===== config.mk =====
export PLATFORM = sky130hd
export DESIGN_NAME = mic_pdm_rx
export DESIGN_NICKNAME = d
export VERILOG_FILES = /design/src/rtl/mic_pdm_rx.sv
export SDC_FILE = /design/constraint.sdc
export NUM_CORES = 1
export LEC_CHECK = 0
export BUFFER_PORTS_ARGS = -buffer_cell sky130_fd_sc_hd__buf_2
export CORE_MARGIN = 5
export CORE_UTILIZATION = 55
export CTS_CLUSTER_SIZE = 24
export DETAILED_ROUTE_END_ITERATION = 6
export GPL_ROUTABILITY_DRIVEN = 1
export PLACE_DENSITY_LB_ADDON = 0.3
export SLEW_MARGIN = 20
export SYNTH_ARGS = -nofsm -noshare
export SYNTH_HDL_FRONTEND = slang
export SYNTH_SLANG_ARGS = --single-unit

===== constraint.sdc =====
create_clock -name clk_12m288 -period 4.9 [get_ports clk_12m288]
set_input_delay 0.98 -clock clk_12m288 [delete_from_list [all_inputs] [get_ports clk_12m288]]
set_output_delay 0.98 -clock clk_12m288 [all_outputs]
set_load 0.05 [all_outputs]

===== src/rtl/mic_pdm_rx.sv =====
// PDM microphone receiver: divides the audio clock for the mic, decimates the
// 1-bit stream with a 3rd-order CIC (R=64) and hands out 16-bit PCM via valid/ready.
module mic_pdm_rx #(
  parameter int DISCARD = 3
) (
  input  logic               clk_12m288,
  input  logic               reset,
  input  logic               en,
  output logic               mic_clk,
  output logic               mic_lrsel,
  input  logic               mic_data,
  output logic signed [15:0] pcm_data,
  output logic               pcm_valid,
  input  logic               pcm_ready,
  output logic               overrun
);

  localparam int DW = $clog2(DISCARD + 2);
  localparam logic [DW-1:0] DISC_MAX = DW'(DISCARD);

  logic [1:0]  phase_reg;
  logic        sync1_reg, sync2_reg;
  logic [18:0] int1_reg, int2_reg, int3_reg;
  logic [18:0] int3_d_reg, comb1_reg, comb1_d_reg, comb2_reg, comb2_d_reg;
  logic [5:0]  dec_cnt_reg;
  logic [2:0]  pipe_reg;
  logic [DW-1:0] disc_cnt_reg;
  logic        pcm_valid_reg, overrun_reg;
  logic signed [15:0] pcm_data_reg;

  logic        sample_tick, dec_tick, load;
  logic [18:0] comb3;
  logic signed [19:0] diff_s, shr_s;
  logic signed [15:0] sat_s;

  assign sample_tick = en && (phase_reg == 2'd3);
  assign dec_tick    = sample_tick && (dec_cnt_reg == 6'd63);

  // Third comb stage is folded into the output load cycle.
  assign comb3  = comb2_reg - comb2_d_reg;
  assign diff_s = $signed({1'b0, comb3}) - 20'sd131072;
  assign shr_s  = diff_s >>> 2;

  always_comb begin
    if (shr_s > 20'sd32767)
      sat_s = 16'sh7FFF;
    else if (shr_s < -20'sd32768)
      sat_s = 16'sh8000;
    else
      sat_s = shr_s[15:0];
  end

  assign load = en && pipe_reg[2] && (disc_cnt_reg == DISC_MAX);

  always_ff @(posedge clk_12m288) begin
    if (reset) begin
      phase_reg     <= '0;
      sync1_reg     <= 1'b0;
      sync2_reg     <= 1'b0;
      int1_reg      <= '0;
      int2_reg      <= '0;
      int3_reg      <= '0;
      int3_d_reg    <= '0;
      comb1_reg     <= '0;
      comb1_d_reg   <= '0;
      comb2_reg     <= '0;
      comb2_d_reg   <= '0;
      dec_cnt_reg   <= '0;
      pipe_reg      <= '0;
      disc_cnt_reg  <= '0;
      pcm_data_reg  <= '0;
      pcm_valid_reg <= 1'b0;
      overrun_reg   <= 1'b0;
    end else begin
      sync1_reg <= mic_data;
      sync2_reg <= sync1_reg;

      if (!en) begin
        phase_reg    <= '0;
        int1_reg     <= '0;
        int2_reg     <= '0;
        int3_reg     <= '0;
        int3_d_reg   <= '0;
        comb1_reg    <= '0;
        comb1_d_reg  <= '0;
        comb2_reg    <= '0;
        comb2_d_reg  <= '0;
        dec_cnt_reg  <= '0;
        pipe_reg     <= '0;
        disc_cnt_reg <= '0;
      end else begin
        phase_reg <= phase_reg + 2'd1;
        if (sample_tick) begin
          int1_reg    <= int1_reg + {18'd0, sync2_reg};
          int2_reg    <= int2_reg + int1_reg;
          int3_reg    <= int3_reg + int2_reg;
          dec_cnt_reg <= dec_cnt_reg + 6'd1;
        end
        pipe_reg <= {pipe_reg[1:0], dec_tick};
        if (pipe_reg[0]) begin
          comb1_reg  <= int3_reg - int3_d_reg;
          int3_d_reg <= int3_reg;
        end
        if (pipe_reg[1]) begin
          comb2_reg   <= comb1_reg - comb1_d_reg;
          comb1_d_reg <= comb1_reg;
        end
        if (pipe_reg[2]) begin
          comb2_d_reg <= comb2_reg;
          if (disc_cnt_reg < DISC_MAX)
            disc_cnt_reg <= disc_cnt_reg + 1'b1;
        end
      end

      // A load wins over a transfer; it only overruns if nobody took the old sample.
      overrun_reg <= 1'b0;
      if (load) begin
        pcm_data_reg  <= sat_s;
        pcm_valid_reg <= 1'b1;
        overrun_reg   <= pcm_valid_reg && !pcm_ready;
      end else if (pcm_valid_reg && pcm_ready) begin
        pcm_valid_reg <= 1'b0;
      end
    end
  end

  assign mic_clk   = phase_reg[1];
  assign mic_lrsel = 1'b0;
  assign pcm_data  = pcm_data_reg;
  assign pcm_valid = pcm_valid_reg;
  assign overrun   = overrun_reg;

endmodule

==> impl_metrics.prom, run 1 <==
# TYPE chip_impl_metric gauge
chip_impl_metric{name="yosys_warnings",unit=""} 0
chip_impl_metric{name="yosysTopAreaCellShare",unit="%"} 34.2
chip_impl_metric{name="core-area",unit="mm²"} 0.0195
chip_impl_metric{name="synthCells",unit=""} 1261
chip_impl_metric{name="finalNetCount",unit=""} 1371
chip_impl_metric{name="synth-seq-area-share",unit="%"} 34.2
chip_impl_metric{name="number_of_hold_violations_in_the_final_report",unit=""} 0
chip_impl_metric{name="setup_viol_count_final",unit=""} 0
chip_impl_info{name="most_used_flip_flop_cell_after_synthesis",value="dfxtp_1"} 1
chip_impl_metric{name="ctsResizeCount",unit=""} 0
chip_impl_info{name="layout.cells.most_common",value="nor2_1"} 1
chip_impl_info{name="tritoncts",value="built"} 1
chip_impl_info{name="synth.top_cells.by_area",value="dfxtp_1 34%, ha_1 11%, mux2i_1 8.6%, nor2_1 6.6%, xor2_1 3.5%"} 1
chip_impl_metric{name="grtUsageTotal",unit="%"} 19.9
chip_impl_metric{name="cts_hold_repair.buffers",unit=""} 0
chip_impl_info{name="area_leader_netlist",value="dfxtp_1"} 1
chip_impl_metric{name="postRouteWirelength",unit="µm"} 21400
chip_impl_metric{name="grt_overflow",unit=""} 0
chip_impl_metric{name="num_rows",unit=""} 51
chip_impl_metric{name="firstDrtPassIters",unit=""} 5
chip_impl_metric{name="reg2reg_slack",unit="ns"} 1.17
chip_impl_metric{name="synth_enable_flop_cells",unit=""} 0
chip_impl_metric{name="gp_congestion",unit=""} 0.791
chip_impl_metric{name="p_per_area",unit="mW/mm²"} 246
chip_impl_metric{name="number_of_max_cap_violations",unit=""} 0
chip_impl_metric{name="m3_gr_usage",unit="%"} 3.10
chip_impl_metric{name="grt_start_max_net_pins",unit=""} 64
chip_impl_metric{name="totalNegativeSetupSlack",unit="ns"} 0
chip_impl_metric{name="multi_input_comb_area",unit="mm²"} 0.00670
chip_impl_metric{name="async_flop_share",unit="%"} 0
chip_impl_metric{name="floorplan.die_area",unit="mm²"} 0.0227
chip_impl_metric{name="postRouteAntennaNets",unit=""} 0
chip_impl_metric{name="vias_after_detailed_routing",unit=""} 8478
chip_impl_metric{name="clock.fmax",unit="MHz"} 268
chip_impl_metric{name="post_drt_via_cell_ratio",unit=""} 5.49
chip_impl_metric{name="post_synth.cell_area_avg",unit="µm²"} 8.63
chip_impl_metric{name="first_global_vias",unit=""} 8103
chip_impl_info{name="timing.critical_path.from_type",value="register"} 1
chip_impl_info{name="critical_path_class",value="reg2reg"} 1
chip_impl_info{name="timing.critical_path.to_type",value="register"} 1
chip_impl_metric{name="final.period_utilization",unit="%"} 76.1
chip_impl_metric{name="cts.sinks",unit=""} 186
chip_impl_metric{name="fp.dieW",unit="µm"} 151
chip_impl_metric{name="synth-seq-cells",unit=""} 186
chip_impl_metric{name="grt_util_met2",unit="%"} 33.7
chip_impl_metric{name="fin_worst_hold_slack",unit="ns"} 0.436
chip_impl_metric{name="worst_ep_required_time",unit="ns"} 5.21
chip_impl_metric{name="max_slew_margin",unit="%"} 32.4
chip_impl_metric{name="area_growth",unit="%"} 8.32
chip_impl_metric{name="clock_path_buffers",unit=""} 2
chip_impl_metric{name="antenna_found_initial",unit=""} 0
chip_impl_info{name="rsz0062_at_grt",value="false"} 1
chip_impl_metric{name="number_of_buffers_added_by_the_clock_tree_synthesis_step",unit=""} 17
chip_impl_metric{name="netlist_cell_types",unit=""} 70
chip_impl_metric{name="clk-insertion-delay-late",unit="ns"} 0.43
chip_impl_metric{name="report.power.total",unit="W"} 0.00289
chip_impl_metric{name="fillerInstances",unit=""} 1688
chip_impl_info{name="clock_tree.root_cell",value="clkbuf_16"} 1
chip_impl_metric{name="cts.htree.levels",unit=""} 4
chip_impl_metric{name="routedWlPerCell",unit="µm"} 13.9
chip_impl_metric{name="grt_util_met1",unit="%"} 26.5
chip_impl_metric{name="portBuffers",unit=""} 23
chip_impl_metric{name="diodes",unit=""} 0
chip_impl_metric{name="hpwl",unit="µm"} 15600
chip_impl_metric{name="mappedNetlistNets",unit=""} 1367
chip_impl_metric{name="tmin_final",unit="ns"} 3.73
chip_impl_info{name="busiest_layer",value="met2"} 1
chip_impl_metric{name="register_area",unit="mm²"} 0.00373
chip_impl_metric{name="drive_above_1_share",unit="%"} 7.12
chip_impl_metric{name="cellLeakagePower",unit="nW"} 4.42
chip_impl_metric{name="start_util",unit="%"} 55.9
chip_impl_metric{name="chipHeight",unit="µm"} 151
chip_impl_metric{name="area_after_detailed_placement",unit="mm²"} 0.0112
chip_impl_metric{name="fin_skew",unit="ns"} 0.0100
chip_impl_metric{name="final_design_area_no_fill",unit="mm²"} 0.0118
chip_impl_metric{name="final-max-slew-violation-count",unit=""} 0
chip_impl_metric{name="timing_worst_slew_pin_value",unit="ns"} 1.01
chip_impl_info{name="layout_common_cells",value="191 x nor2_1, 184 x dfxtp_1, 96 x ha_1, 93 x mux2i_1"} 1
chip_impl_metric{name="cts.repair_timing.setup_buffer_count",unit=""} 0
chip_impl_metric{name="drt_drc_violations_left",unit=""} 0
chip_impl_metric{name="clk_transition_reported_paths",unit="ns"} 0.07
chip_impl_metric{name="ioPinCount",unit=""} 25
chip_impl_metric{name="drt_first_iter_violations",unit=""} 392
chip_impl_metric{name="max-vdd-ir-drop",unit="mV"} 0.210
chip_impl_info{name="hold_path_class",value="reg2reg"} 1
chip_impl_metric{name="synth.cell_area",unit="mm²"} 0.0109
chip_impl_metric{name="critPathArrivalTime",unit="ns"} 4.04
chip_impl_metric{name="global_route_wire_length_before_repair",unit="µm"} 37700
chip_impl_info{name="run_status",value="completed"} 1
chip_impl_metric{name="worstPathMaxFanout",unit=""} 16
cell usage after synthesis (8+ instances only):
| master | count |
|---|---|
| nor2_1 | 191 |
| nand4_1 | 15 |
| nor2b_1 | 24 |
| mux2i_1 | 93 |
| nand2_1 | 77 |
| o211ai_1 | 10 |
| xnor2_1 | 39 |
| a21oi_1 | 52 |
| dfxtp_1 | 186 |
| or3_1 | 9 |
| a21o_1 | 21 |
| ha_1 | 97 |
| xor2_1 | 43 |
| o21a_1 | 11 |
| o21ai_0 | 53 |
| clkbuf_1 | 37 |
| nand3_1 | 23 |
| inv_1 | 77 |
| nand2b_1 | 8 |
| a211oi_1 | 25 |
| a31oi_1 | 11 |
| nor3_1 | 32 |
| nand3b_1 | 21 |
logic make-up after synthesis:
group,count (synthesis),synth area share [%]
simple gates,434,19.1
other cells,1,0.0345
xor+xnor,83,6.75
fa+ha+maj,101,11.9
buf+inv,123,4.35
compound gates,240,15.1
flops,186,34.2
mux,93,8.55
path summary, 6_finish.rpt:
path | from | endpoint | cells after the start
min | phase_reg[0] | phase_reg[0] | 1
max | comb2_d_reg[2] | pcm_data[3] | 14
min reg2reg | phase_reg[0] | phase_reg[0] | 1
max reg2reg | comb2_d_reg[2] | pcm_data[3] | 14
through the flow:
step	std cells	util, %	worst slack, ns
floorplan	1261	-	1.72
global placement	1511	57.6	1.27
detailed placement	1511	57.6	1.20
CTS	1543	60.6	1.19
global route	1543	60.6	0.980
finish	1543	60.6	1.17
layer usage:
metal | share of wire, % | up-vias
met5 | 0 | -
met1 | 49 | 3928
li1 | - | 4419
met2 | 47 | 117
met3 | 3.1 | 14
met4 | 0.91 | 0
worst max-delay path, stage by stage (launching register included):
cell and delay [ns]:
dfxtp_1 0.33, inv_1 0.04, ha_1 0.32, a21o_1 0.17
a31o_2 0.24, a41o_2 0.33, a41oi_4 0.34, o41ai_4 0.14
a21oi_1 0.20, xnor2_1 0.11, ha_1 0.22, xnor2_1 0.12
nor2_1 0.76, o21a_1 0.23, nor3_1 0.05
layout make-up:
cell class	count	share of cell area [%]
clock inverter	11	0.945
tap	265	2.81
sequential	186	31.6
multi-input combinational	952	56.8
timing repair buffer	31	1.49
inverter	77	2.45
clock buffer	21	3.91
power by group:
part	leakage (nW)	internal, W	switching [W]
registers	1.50	0.00151	0.00000106
logic	2.65	0.00000776	0.0000354
clock network	0.275	0.000736	0.000602
total	4.42	0.00226	0.000638
No activity file was read; power rests on OpenSTA's default activity.
==> run 2, diff against run 1 <==
clock period = 3.3 ns   (was 4.9 ns; I/O delays follow)
==> run 2 against run 1 <==
Compared with the run above: non-clock buffer count is 5 higher; global-route usage is 0.13 points lower; sequential power is 49% higher; combinational power is 55% higher; count of clock-buffer cells in the layout is 3 lower; critical path type unchanged; highest routed layer unchanged.
==> impl_metrics.prom, run 2 (same netlist as run 1, synthesis figures left out) <==
# TYPE chip_impl_metric gauge
chip_impl_metric{name="grt_start_max_net_pins",unit=""} 56
chip_impl_metric{name="drive_above_1_share",unit="%"} 7.72
chip_impl_metric{name="number_of_hold_violations_in_the_final_report",unit=""} 0
chip_impl_metric{name="postRouteWirelength",unit="µm"} 21400
chip_impl_metric{name="tmin_final",unit="ns"} 3.08
chip_impl_metric{name="grt_overflow",unit=""} 0
chip_impl_metric{name="chipHeight",unit="µm"} 151
chip_impl_metric{name="report.power.total",unit="W"} 0.00428
chip_impl_info{name="hold_path_class",value="reg2reg"} 1
chip_impl_info{name="topRoutingLayerUsed",value="met4"} 1
chip_impl_metric{name="ioPinCount",unit=""} 25
chip_impl_info{name="run_status",value="completed"} 1
chip_impl_metric{name="clk_transition_reported_paths",unit="ns"} 0.07
chip_impl_info{name="timing.critical_path.to_type",value="register"} 1
chip_impl_info{name="worstSetupStartpoint",value="comb2_d_reg[2]"} 1
chip_impl_metric{name="totalNegativeSetupSlack",unit="ns"} 0
chip_impl_metric{name="numPlacedInstances",unit=""} 1516
chip_impl_metric{name="timing_worst_slew_pin_value",unit="ns"} 0.716
chip_impl_metric{name="fillerInstances",unit=""} 1714
chip_impl_metric{name="grtUsageTotal",unit="%"} 19.8
chip_impl_metric{name="fin_skew",unit="ns"} 0.0104
chip_impl_info{name="rsz0062_at_grt",value="false"} 1
chip_impl_metric{name="reg2reg_slack",unit="ns"} 0.22
chip_impl_metric{name="global_route_wire_length_before_repair",unit="µm"} 37400
chip_impl_metric{name="drt_first_iter_violations",unit=""} 413
chip_impl_metric{name="critPathArrivalTime",unit="ns"} 3.40
chip_impl_metric{name="route.met2.wl",unit="µm"} 9690
chip_impl_metric{name="final.period_utilization",unit="%"} 93.5
chip_impl_metric{name="finalNetCount",unit=""} 1376
chip_impl_metric{name="number_of_buffers_added_by_the_clock_tree_synthesis_step",unit=""} 17
chip_impl_info{name="min-delay-start",value="phase_reg[0]"} 1
chip_impl_info{name="critical_path_class",value="reg2reg"} 1
chip_impl_metric{name="fp.dieW",unit="µm"} 151
chip_impl_metric{name="cellLeakagePower",unit="nW"} 4.45
chip_impl_metric{name="post_drt_via_cell_ratio",unit=""} 5.50
chip_impl_metric{name="postRouteAntennaNets",unit=""} 0
chip_impl_info{name="tritoncts",value="built"} 1
chip_impl_metric{name="worstPathMaxFanout",unit=""} 16
chip_impl_metric{name="start_util",unit="%"} 55.9
chip_impl_metric{name="diodes",unit=""} 0
chip_impl_metric{name="clk-insertion-delay-late",unit="ns"} 0.43
chip_impl_metric{name="firstDrtPassIters",unit=""} 5
chip_impl_metric{name="final-instance-count-excl-fill",unit=""} 1548
chip_impl_metric{name="core-area",unit="mm²"} 0.0195
chip_impl_metric{name="drt_met1_wl",unit="µm"} 10700
chip_impl_metric{name="area_after_detailed_placement",unit="mm²"} 0.0113
chip_impl_metric{name="final_design_area_no_fill",unit="mm²"} 0.0118
chip_impl_metric{name="cts.htree.levels",unit=""} 4
chip_impl_info{name="clock_tree.root_cell",value="clkbuf_16"} 1
chip_impl_info{name="layout_common_cells",value="191 x nor2_1, 184 x dfxtp_1, 96 x ha_1, 93 x mux2i_1"} 1
chip_impl_metric{name="hpwl",unit="µm"} 15800
chip_impl_info{name="layout.cells.most_common",value="nor2_1"} 1
chip_impl_metric{name="final-max-slew-violation-count",unit=""} 0
chip_impl_metric{name="gp_congestion",unit=""} 0.832
chip_impl_metric{name="max_slew_margin",unit="%"} 52.3
chip_impl_metric{name="clock_path_buffers",unit=""} 2
chip_impl_metric{name="p_per_area",unit="mW/mm²"} 362
chip_impl_metric{name="clock.fmax",unit="MHz"} 324
chip_impl_info{name="timing.critical_path.from_type",value="register"} 1
chip_impl_metric{name="max-vdd-ir-drop",unit="mV"} 0.301
chip_impl_metric{name="first_global_vias",unit=""} 7985
chip_impl_metric{name="worst_ep_required_time",unit="ns"} 3.61
chip_impl_metric{name="number_of_max_cap_violations",unit=""} 0
chip_impl_metric{name="routed-wl-met3",unit="µm"} 696
chip_impl_metric{name="num_rows",unit=""} 51
chip_impl_metric{name="floorplan.die_area",unit="mm²"} 0.0227
chip_impl_metric{name="drt_drc_violations_left",unit=""} 0
chip_impl_metric{name="antenna_found_initial",unit=""} 0
chip_impl_metric{name="area_growth",unit="%"} 8.68
chip_impl_metric{name="portBuffers",unit=""} 23
chip_impl_info{name="r2r-start",value="comb2_d_reg[2]"} 1
chip_impl_metric{name="cts.repair_timing.setup_buffer_count",unit=""} 0
chip_impl_metric{name="setup_viol_count_final",unit=""} 0
chip_impl_metric{name="routedWlPerCell",unit="µm"} 13.8
chip_impl_metric{name="vias_after_detailed_routing",unit=""} 8517
chip_impl_metric{name="post-route-util",unit="%"} 60.8
chip_impl_metric{name="cts.sinks",unit=""} 186
-- run 2: cell count changes in the layout (fill, tap and decap cells not counted), moves of 2 or more --
cell,previous run,this run
buf_4,8,13
clkbuf_1,2,0
inv_6,4,2
inv_8,0,5
-- run 2: routing by layer --
metal  GRT usage, %  up-vias
met5              0        -
met4           6.26        0
met3           2.68       26
met2           32.0      117
met1           27.4     3937
li1               -     4437
-- run 2: power breakdown --
part,leakage [nW],switching [W],internal [W],total (W)
logic,2.67,0.0000529,0.0000139,0.0000668
clock network,0.277,0.000950,0.00102,0.00197
registers,1.50,0.00000213,0.00225,0.00225
-- run 2: critical path: stages (launching register included) --
cell	delay (ns)
dfxtp_1	0.33
inv_1	0.04
ha_1	0.31
a21o_1	0.17
a31o_2	0.24
a41o_2	0.33
a41oi_4	0.27
o41ai_4	0.13
a21oi_1	0.19
xnor2_1	0.11
ha_1	0.22
xnor2_1	0.12
nor2_1	0.09
buf_4	0.21
o21a_1	0.16
nor3_1	0.05
-- run 2: final timing paths --
| path | end | cells after the start |
|---|---|---|
| min reg2reg | phase_reg[0] | 1 |
| min | phase_reg[0] | 1 |
| max reg2reg | pcm_data[3] | 15 |
| max | pcm_data[3] | 15 |
-- run 2: area by class of cell --
cell class                      count  area, µm²  share of cell area [%]
Multi-Input combinational cell    952       6700                    56.6
Sequential cell                   186       3730                    31.5
Clock buffer                       18        439                    3.71
Tap cell                          265        332                    2.80
Inverter                           77        289                    2.44
Timing Repair Buffer               36        213                    1.80
Clock inverter                     14        129                    1.09
-- run 2: through the flow --
step / worst slack, ns / hold WS [ns]
floorplan: 0.117 / 0.397
global placement: 0.267 / 0.412
detailed placement: 0.223 / 0.414
CTS: 0.194 / 0.431
global route: 0.00559 / 0.469
finish: 0.216 / 0.428
-- run 2: timing repair --
item                       in CTS  in global routing
gates resized for setup         0                  2
setup endpoints to repair       0                 10
hold buffers                    0                  0
==> run 3, diff against run 2 <==
clock period = 3.7 ns   (was 3.3 ns; I/O delays follow)
==> run 3 against run 2 <==
Compared with the run above: power fell by 8.1%; hold slack improved by 0.0047 ns; utilization barely moved; first-iteration DRC count rose by 7.5%; largest power group unchanged.
==> impl_metrics.prom, run 3 (same netlist as run 1, synthesis figures left out) <==
# TYPE chip_impl_metric gauge
chip_impl_info{name="run_status",value="completed"} 1
chip_impl_metric{name="grtUsageTotal",unit="%"} 19.4
chip_impl_info{name="layout.cells.most_common",value="nor2_1"} 1
chip_impl_metric{name="post_drt_via_cell_ratio",unit=""} 5.53
chip_impl_metric{name="worstPathMaxFanout",unit=""} 16
chip_impl_metric{name="number_of_hold_violations_in_the_final_report",unit=""} 0
chip_impl_metric{name="p_per_area",unit="mW/mm²"} 333
chip_impl_metric{name="final-instance-count-excl-fill",unit=""} 1543
chip_impl_metric{name="setup_viol_count_final",unit=""} 0
chip_impl_info{name="min-delay-start",value="phase_reg[0]"} 1
chip_impl_metric{name="chipHeight",unit="µm"} 151
chip_impl_metric{name="first_global_vias",unit=""} 7793
chip_impl_metric{name="start_util",unit="%"} 55.9
chip_impl_info{name="worstSetupStartpoint",value="comb2_d_reg[2]"} 1
chip_impl_metric{name="drt_first_iter_violations",unit=""} 444
chip_impl_metric{name="final.period_utilization",unit="%"} 85.2
chip_impl_metric{name="p_sw_share",unit="%"} 21.6
chip_impl_metric{name="firstDrtPassIters",unit=""} 5
chip_impl_metric{name="cts_hold_repair.buffers",unit=""} 0
chip_impl_metric{name="postRouteAntennaNets",unit=""} 0
chip_impl_metric{name="grt_overflow",unit=""} 0
chip_impl_info{name="r2r-start",value="comb2_d_reg[2]"} 1
chip_impl_metric{name="max_slew_margin",unit="%"} 47.4
chip_impl_info{name="rsz0062_at_grt",value="false"} 1
chip_impl_info{name="layout_common_cells",value="191 x nor2_1, 184 x dfxtp_1, 96 x ha_1, 93 x mux2i_1"} 1
chip_impl_metric{name="portBuffers",unit=""} 23
chip_impl_metric{name="finalNetCount",unit=""} 1373
chip_impl_metric{name="floorplan.die_area",unit="mm²"} 0.0227
chip_impl_metric{name="vias_after_detailed_routing",unit=""} 8536
chip_impl_info{name="critical_path_class",value="reg2reg"} 1
chip_impl_metric{name="global_route_wire_length_before_repair",unit="µm"} 36800
chip_impl_info{name="hold_path_class",value="reg2reg"} 1
chip_impl_metric{name="number_of_max_cap_violations",unit=""} 0
chip_impl_metric{name="route.met2.wl",unit="µm"} 9900
chip_impl_metric{name="fin_skew",unit="ns"} 0.0125
chip_impl_metric{name="critPathArrivalTime",unit="ns"} 3.46
chip_impl_info{name="topRoutingLayerUsed",value="met4"} 1
chip_impl_metric{name="tmin_final",unit="ns"} 3.15
chip_impl_metric{name="worst_ep_required_time",unit="ns"} 4.01
chip_impl_metric{name="postRouteWirelength",unit="µm"} 21300
chip_impl_metric{name="core-area",unit="mm²"} 0.0195
chip_impl_metric{name="cellLeakagePower",unit="nW"} 4.44
chip_impl_metric{name="max-vdd-ir-drop",unit="mV"} 0.305
chip_impl_metric{name="drive_above_1_share",unit="%"} 7.20
chip_impl_metric{name="fp.dieW",unit="µm"} 151
chip_impl_metric{name="drt_met1_wl",unit="µm"} 10600
chip_impl_metric{name="cts.htree.levels",unit=""} 4
chip_impl_metric{name="numPlacedInstances",unit=""} 1513
chip_impl_metric{name="hpwl",unit="µm"} 15500
chip_impl_metric{name="drt_drc_violations_left",unit=""} 0
chip_impl_metric{name="internal_power",unit="W"} 0.00308
chip_impl_metric{name="totalNegativeSetupSlack",unit="ns"} 0
chip_impl_metric{name="timing_worst_slew_pin_value",unit="ns"} 0.789
chip_impl_metric{name="diodes",unit=""} 0
chip_impl_metric{name="clock_power_share",unit="%"} 47.6
chip_impl_metric{name="ctsResizeCount",unit=""} 0
chip_impl_info{name="critPathSlowestCell",value="a41oi_4"} 1
chip_impl_metric{name="p_sw",unit="W"} 0.000851
chip_impl_metric{name="clk_transition_reported_paths",unit="ns"} 0.07
chip_impl_metric{name="worst_path_largest_cell_delay",unit="ns"} 0.34
chip_impl_metric{name="antenna_found_initial",unit=""} 0
chip_impl_metric{name="power_frac_seq",unit="%"} 50.9
chip_impl_metric{name="clk-insertion-delay-late",unit="ns"} 0.43
chip_impl_info{name="worstPathCellList",value="inv_1 > ha_1 > a21o_1 > a31o_2 > a41o_2 > a41oi_4 > o41ai_4 > a21oi_1 > xnor2_1 > ha_1 > xnor2_1 > nor2_1 > buf_4 > a22oi_1 > nor2_1"} 1
chip_impl_metric{name="num_rows",unit=""} 51
chip_impl_info{name="tritoncts",value="built"} 1
chip_impl_metric{name="final-max-slew-violation-count",unit=""} 0
chip_impl_metric{name="number_of_buffers_added_by_the_clock_tree_synthesis_step",unit=""} 17
chip_impl_metric{name="routedWlPerCell",unit="µm"} 13.8
chip_impl_info{name="clock_tree.root_cell",value="clkbuf_16"} 1
chip_impl_info{name="timing.critical_path.from_type",value="register"} 1
chip_impl_metric{name="clock_path_buffers",unit=""} 2
chip_impl_metric{name="cts.sinks",unit=""} 186
chip_impl_metric{name="routed-wl-met3",unit="µm"} 613
chip_impl_metric{name="clock.fmax",unit="MHz"} 317
chip_impl_metric{name="ioPinCount",unit=""} 25
chip_impl_metric{name="grt_start_max_net_pins",unit=""} 65
chip_impl_metric{name="area_growth",unit="%"} 8.69
chip_impl_metric{name="cts.repair_timing.setup_buffer_count",unit=""} 0
chip_impl_metric{name="gp_congestion",unit=""} 0.830
chip_impl_metric{name="combinationalPowerShare",unit="%"} 1.5
chip_impl_info{name="timing.critical_path.to_type",value="register"} 1
-- run 3: changes by cell type in the layout (fill, tap and decap cells not counted), sizes merged --
cell	previous run	this run
buf	36	33
bufinv	0	3
inv	84	81
clkinv	5	3
-- run 3: worst paths after layout --
kind	slack, ns	end	depth (start not counted)
worst min-delay path	0.43	phase_reg[0]	1
worst max-delay path	0.55	pcm_data[15]	15
worst max register to register	0.55	pcm_data[15]	15
worst min register to register	0.43	phase_reg[0]	1
-- run 3: cell type report --
type                            instances  area (µm²)
Clock buffer                           18         429
Clock inverter                         12         168
Fill cell                            1671        7630
Inverter                               77         289
Multi-Input combinational cell        952        6700
Sequential cell                       186        3730
Tap cell                              265         332
Timing Repair Buffer                   33         190
-- run 3: metrics by stage --
stage          util (%)  total power, W  setup slack, ns  hold slack, ns  cell area [µm²]
2_1_floorplan         -         0.00209            0.517           0.397            10900
3_3_place_gp       57.7         0.00211            0.609           0.408            11200
3_5_place_dp       57.7         0.00211            0.558           0.418            11200
4_1_cts            60.8         0.00397            0.537           0.428            11800
5_1_grt            60.8         0.00406            0.349           0.450            11800
6_report           60.8         0.00393            0.547           0.433            11800
-- run 3: metal layers --
| metal | track usage (%) | up-vias |
|---|---|---|
| met2 | 32.2 | 101 |
| met3 | 2.74 | 20 |
| met5 | 0 | - |
| met4 | 5.44 | 0 |
| li1 | - | 4426 |
| met1 | 26.5 | 3989 |
-- run 3: power groups by stage --
stage	combinational (W)	clock (W)	sequential [W]
finish	0.0000576	0.00187	0.00200
global route	0.0000632	0.00199	0.00200
CTS	0.0000584	0.00191	0.00200
detailed placement	0.0000578	0	0.00205
global placement	0.0000576	0	0.00205
floorplan	0.0000411	0	0.00205
-- run 3: critical path: cells and delay by family (launching register included) --
family	cells	cell delay (ns)
AO/OA/AOI/OAI	7	1.56
AND/OR/NAND/NOR	2	0.10
adder cells (fa/ha/maj)	2	0.50
flip-flops	1	0.33
XOR/XNOR	2	0.28
buffers and inverters	2	0.24
